<file path="src/rtl/mc_control_fsm.sv">
// Multi-cycle control sequencer: FETCH/DECODE/EXEC/MEM/WB with a sticky TRAP on unknown opcodes.
// Optional cycle/retire counters are enabled with `define MC_CTRL_PERF_EN.
module mc_control_fsm (
  input  logic        clk,
  input  logic        rst_n,
  input  logic [5:0]  op,
  input  logic        zero,
  input  logic        mem_ready,
  output logic        mem_req,
  output logic        mem_we,
  output logic        iord,
  output logic        ir_we,
  output logic        pc_we,
  output logic [1:0]  pc_src,
  output logic        reg_we,
  output logic        reg_dst,
  output logic        mem_to_reg,
  output logic        alu_src_a,
  output logic [1:0]  alu_src_b,
  output logic [1:0]  alu_ctl,
  output logic        ext_op,
  output logic        illegal_op,
  output logic [2:0]  state
`ifdef MC_CTRL_PERF_EN
  ,
  output logic [31:0] cycle_cnt,
  output logic [31:0] retire_cnt
`endif
);

  typedef enum logic [2:0] {
    S_FETCH  = 3'd0,
    S_DECODE = 3'd1,
    S_EXEC   = 3'd2,
    S_MEM    = 3'd3,
    S_WB     = 3'd4,
    S_TRAP   = 3'd7
  } state_e;

  state_e state_q, state_d;
  logic   illegal_q;
  logic   retire_d;

  logic is_r, is_is, is_il, is_lw, is_sw, is_j, is_beq, is_bne, is_legal;

  always_comb begin
    is_r     = (op == 6'b000000);
    is_is    = (op == 6'b010110) || (op == 6'b010111) || (op == 6'b111111);
    is_il    = (op == 6'b011000) || (op == 6'b011001) || (op == 6'b011011);
    is_lw    = (op == 6'b100100);
    is_sw    = (op == 6'b100101);
    is_j     = (op == 6'b100011);
    is_beq   = (op == 6'b100000);
    is_bne   = (op == 6'b100001);
    is_legal = is_r | is_is | is_il | is_lw | is_sw | is_j | is_beq | is_bne;
  end

  // Strobes are gated by rst_n so nothing fires while reset is asserted.
  always_comb begin
    state_d    = state_q;
    retire_d   = 1'b0;
    mem_req    = 1'b0;
    mem_we     = 1'b0;
    iord       = 1'b0;
    ir_we      = 1'b0;
    pc_we      = 1'b0;
    pc_src     = 2'd0;
    reg_we     = 1'b0;
    reg_dst    = 1'b0;
    mem_to_reg = 1'b0;
    alu_src_a  = 1'b0;
    alu_src_b  = 2'd0;
    alu_ctl    = 2'd0;
    ext_op     = 1'b0;
    if (rst_n) begin
      case (state_q)
        S_FETCH: begin
          mem_req   = 1'b1;
          alu_src_b = 2'd1;
          if (mem_ready) begin
            ir_we   = 1'b1;
            pc_we   = 1'b1;
            state_d = S_DECODE;
          end
        end
        S_DECODE: begin
          alu_src_b = 2'd3;
          ext_op    = 1'b1;
          state_d   = is_legal ? S_EXEC : S_TRAP;
        end
        S_EXEC: begin
          state_d = S_FETCH;
          if (is_r) begin
            alu_src_a = 1'b1;
            alu_ctl   = 2'd2;
            state_d   = S_WB;
          end else if (is_is || is_il) begin
            alu_src_a = 1'b1;
            alu_src_b = 2'd2;
            alu_ctl   = 2'd3;
            ext_op    = is_is;
            state_d   = S_WB;
          end else if (is_lw || is_sw) begin
            alu_src_a = 1'b1;
            alu_src_b = 2'd2;
            ext_op    = 1'b1;
            state_d   = S_MEM;
          end else if (is_beq || is_bne) begin
            alu_src_a = 1'b1;
            alu_ctl   = 2'd1;
            pc_src    = 2'd1;
            pc_we     = (is_beq & zero) | (is_bne & ~zero);
            retire_d  = 1'b1;
          end else if (is_j) begin
            pc_we     = 1'b1;
            pc_src    = 2'd2;
            retire_d  = 1'b1;
          end
        end
        S_MEM: begin
          mem_req = 1'b1;
          iord    = 1'b1;
          mem_we  = is_sw;
          if (mem_ready) begin
            state_d  = is_lw ? S_WB : S_FETCH;
            retire_d = is_sw;
          end
        end
        S_WB: begin
          reg_we     = 1'b1;
          reg_dst    = is_r;
          mem_to_reg = is_lw;
          retire_d   = 1'b1;
          state_d    = S_FETCH;
        end
        S_TRAP:  state_d = S_TRAP;
        default: state_d = S_FETCH;
      endcase
    end
  end

  assign state      = rst_n ? state_q : 3'd0;
  assign illegal_op = rst_n & illegal_q;

  always_ff @(posedge clk) begin
    if (!rst_n) begin
      state_q   <= S_FETCH;
      illegal_q <= 1'b0;
`ifdef MC_CTRL_PERF_EN
      cycle_cnt  <= 32'd0;
      retire_cnt <= 32'd0;
`endif
    end else begin
      state_q   <= state_d;
      illegal_q <= illegal_q | (state_d == S_TRAP);
`ifdef MC_CTRL_PERF_EN
      if (state_q != S_TRAP) cycle_cnt <= cycle_cnt + 32'd1;
      if (retire_d)          retire_cnt <= retire_cnt + 32'd1;
`endif
    end
  end

endmodule

</file>
<file path="config.mk">
export PLATFORM = sky130hd
export DESIGN_NAME = mc_control_fsm
export DESIGN_NICKNAME = d
export VERILOG_FILES = /design/src/rtl/mc_control_fsm.sv
export SDC_FILE = /design/constraint.sdc
export NUM_CORES = 1
export LEC_CHECK = 0
export BUFFER_PORTS_ARGS = -buffer_cell sky130_fd_sc_hd__buf_2
export CORE_ASPECT_RATIO = 1.5
export CORE_MARGIN = 2
export CORE_UTILIZATION = 24
export CTS_CLUSTER_DIAMETER = 80
export DETAILED_ROUTE_END_ITERATION = 6
export GPL_TIMING_DRIVEN = 0
export MAX_ROUTING_LAYER = met4
export PLACE_DENSITY_LB_ADDON = 0.2
export SETUP_SLACK_MARGIN = 0.02
export SLEW_MARGIN = 15
export SYNTH_ARGS = -nofsm -noshare
export SYNTH_HDL_FRONTEND = slang
export SYNTH_SLANG_ARGS = --single-unit
</file>
<file path="constraint.sdc">
create_clock -name clk -period 2.3 [get_ports clk]
set_input_delay 0.575 -clock clk [delete_from_list [all_inputs] [get_ports clk]]
set_output_delay 0.575 -clock clk [all_outputs]
set_load 0.005 [all_outputs]
</file>
==> flow_summary.yaml <==
sta:
  setup_slack_ns: -0.00458
  final-hold-violation-count: 0
  period_minus_slack_ns: 2.30
  fmax_ghz: 0.434
  tightestPinTransition_ns: 0.274
  slew_headroom_pct: 81.6
  clock_skew_ns: 0.00115
  finalCritPeriodShare_pct: 100
  drv_slew: 0
  grt_setup_unrepaired: "yes"
  fin_hold_ws_ns: 0.473
  fin_tns_setup_ns: -0.00615
  finalSetupViolations: 2
yosys:
  synth_area_sq_um: 664
  synthMuxAreaShare_pct: 0
  synthTopCellsByCount: "nor3_1 (9), nand2_1 (8), nor2_1 (8), o21ai_0 (7)"
  synth-simple-area-share_pct: 46.3
  synth-compound-area-share_pct: 23.5
  mappedNetlistNets: 105
  async_reset_ff_share_pct: 0
  yosysMostFrequentCell: "nor3_1"
  syn-mean-instance-area_sq_um: 6.99
  synth_edf_count: 0
  synth_top_family_by_area: "simple AND/OR/NAND/NOR gates"
  synth.area.top_cells: "dfxtp_1 (12%), buf_6 (8.5%), nor3_1 (6.8%)"
  yosys.area.top_type: "dfxtp_1"
  synth_xor_area_share_pct: 1.32
  synth_seq_area_share_pct: 12.1
  synth-adder-area-share_pct: 0
  ys_seq_elements: 4
  synth_top_area_share_pct: 12.1
  ys_warn_count: 0
  synthFlopType: "dfxtp_1"
  synthCells: 95
  ys_types: 38
place:
  place.gp.congestion: 0.851
  dpl.hpwl_um: 1530
  portBuffers: 28
power:
  seq_power_share_pct: 19.6
  peakVddDrop_mv: 0.143
  swShare_pct: 34.4
  p_int_w: 0.000317
  power_w: 0.000484
  netSwitchingPower_w: 0.000166
  p_per_area_mw_per_mm2: 461
  p_comb_share_pct: 49.8
  pwr-share-clk_pct: 30.6
  leakage_nw: 0.483
cts:
  cts-root-buf: "clkbuf_8"
  cts_num_sinks: 4
  numCtsBuffers: 3
  clk_latency_ns: 0.22
  clkTransAtPathRegs_ns: 0.03
  htree_levels: 1
  cts_tree: "yes"
  clk_path_buf_depth: 2
floorplanning:
  rows: 23
  initial_utilization_pct: 25.1
  core-area_sq_mm: 0.00265
  pin_count: 30
  dieArea_sq_mm: 0.00321
  die_x_um: 47.0
  die_h_um: 68.4
global_route:
  track_usage_pct: 15.3
  grt_max_degree: 11
  use_met1_pct: 16.0
  antenna_found_initial: 0
  grt_busiest_layer: "met2"
  grt_pass1_vias: 793
  grt_first_pass_wirelength_um: 3450
  grt.met2_usage_pct: 27.2
  overflow: 0
  grtUsageMet3_pct: 1.06
worst_setup_path:
  cp_common_cell: "buf_6"
  critPathMaxStageDelay_ns: 0.51
  required_ns: 1.73
  worst-path-buf-inv: 3
  arrival_ns: 1.73
  crit_chain: "buf_6, buf_6, or4_4, o21ai_2, a21oi_2, nor3_2, buf_2"
  cpMaxStageDelayCell: "or4_4"
  crit_path_end_kind: "output port"
  startpoint_type: "input port"
  crit_type: "in -> out"
  cp_max_fo: 7
  cpLargestDelayFamily: "simple AND/OR/NAND/NOR gates"
finish:
  area_growth_pct: 57.8
  multiInputGateArea_sq_um: 522
  drive_above_1_share_pct: 48.1
  n_antenna_cell: 0
  finalNetCount: 147
  fillers: 303
  regArea_sq_um: 80.1
  fin_util_pct: 39.6
route:
  ant_nets: 0
  drt-initial-drc-count: 18
  drtPass1Iterations: 4
  vias: 831
  viasPerCell: 4.83
  wl_um: 2130
  wl_per_cell_um: 12.4
  drc: 0
outcome:
  violations: "setup timing"
  outcome: "finished with violations"
min_path:
  hp-class: "reg -> reg"
run:
  maxCapViolCount: 0
-- state kept, by name, indices dropped and copies added (netlist names) --
name       flops
state_q        3
illegal_q      1
-- cell families (layout without fill, tap and decap cells) --
logic type             after synthesis  after routing
flip-flops                           4              4
AO/OA/AOI/OAI                       23             23
buffers and inverters               13             53
XOR/XNOR                             1              1
AND/OR/NAND/NOR                     54             54
-- tightest hold or removal path, cell delays in order (launching register included) --
cell      delay, ns
dfxtp_1        0.29
nand2_1        0.07
o211ai_1       0.07
-- power groups by stage --
stage               sequential (W)  combinational [W]  clock [W]
global route             0.0000980           0.000267   0.000155
finish                   0.0000948           0.000241   0.000148
floorplan                0.0000942           0.000148          0
CTS                      0.0000950           0.000231   0.000149
detailed placement       0.0000956           0.000214          0
global placement         0.0000955           0.000213          0
-- final timing paths --
| kind | cells after the start | start | slack [ns] | to |
|---|---|---|---|---|
| worst min register to register | 2 | illegal_q$_SDFF_PN0_ | 0.47 | illegal_q$_SDFF_PN0_ |
| worst min-delay path | 2 | illegal_q$_SDFF_PN0_ | 0.47 | illegal_q$_SDFF_PN0_ |
| worst max register to register | 6 | state_q[2]$_SDFF_PN0_ | 0.83 | state_q[2]$_SDFF_PN0_ |
| worst max-delay path | 7 | op[2] | -0.005 | alu_ctl[1] |
-- per-stage QoR --
stage	setup WS (ns)	std cells	area [sq um]
floorplan	0.143	95	664
global placement	-0.233	160	851
detailed placement	-0.266	160	851
CTS	-0.0201	169	990
global route	-0.0737	172	1050
finish	-0.00458	172	1050
-- cells in the final DEF (no fill, tap or decap), types with 4 or more instances in the layout --
cell,instances
buf_2,25
buf_4,9
nor2_1,8
nand2_1,8
buf_6,6
nor3_1,5
o21ai_0,5
and2_1,4
clkbuf_8,4
inv_1,4
nor3b_1,4
dfxtp_1,4
-- cell type report --
class,count,share of cell area (%)
plain buffers,9,10.9
repair buffers,37,22.0
well taps,37,4.42
inverters,4,1.43
multi-input cells,78,49.8
flip-flops and latches,4,7.64
clock buffers,3,3.94
-- metal layers --
metal	part of all wire, %	wire (um)	vias to the layer above
met5	0	0	-
met4	2.0	43	0
met3	5.3	113	6
met2	57	1210	25
met1	36	764	380
li1	-	-	420
-- what timing repair did --
action                     CTS  global route
pin swaps                   10             5
hold buffers                 0             0
setup buffers                6             3
setup endpoints to repair    8             7
gates resized for setup     13            10
Power figures use the tool's default switching activity.
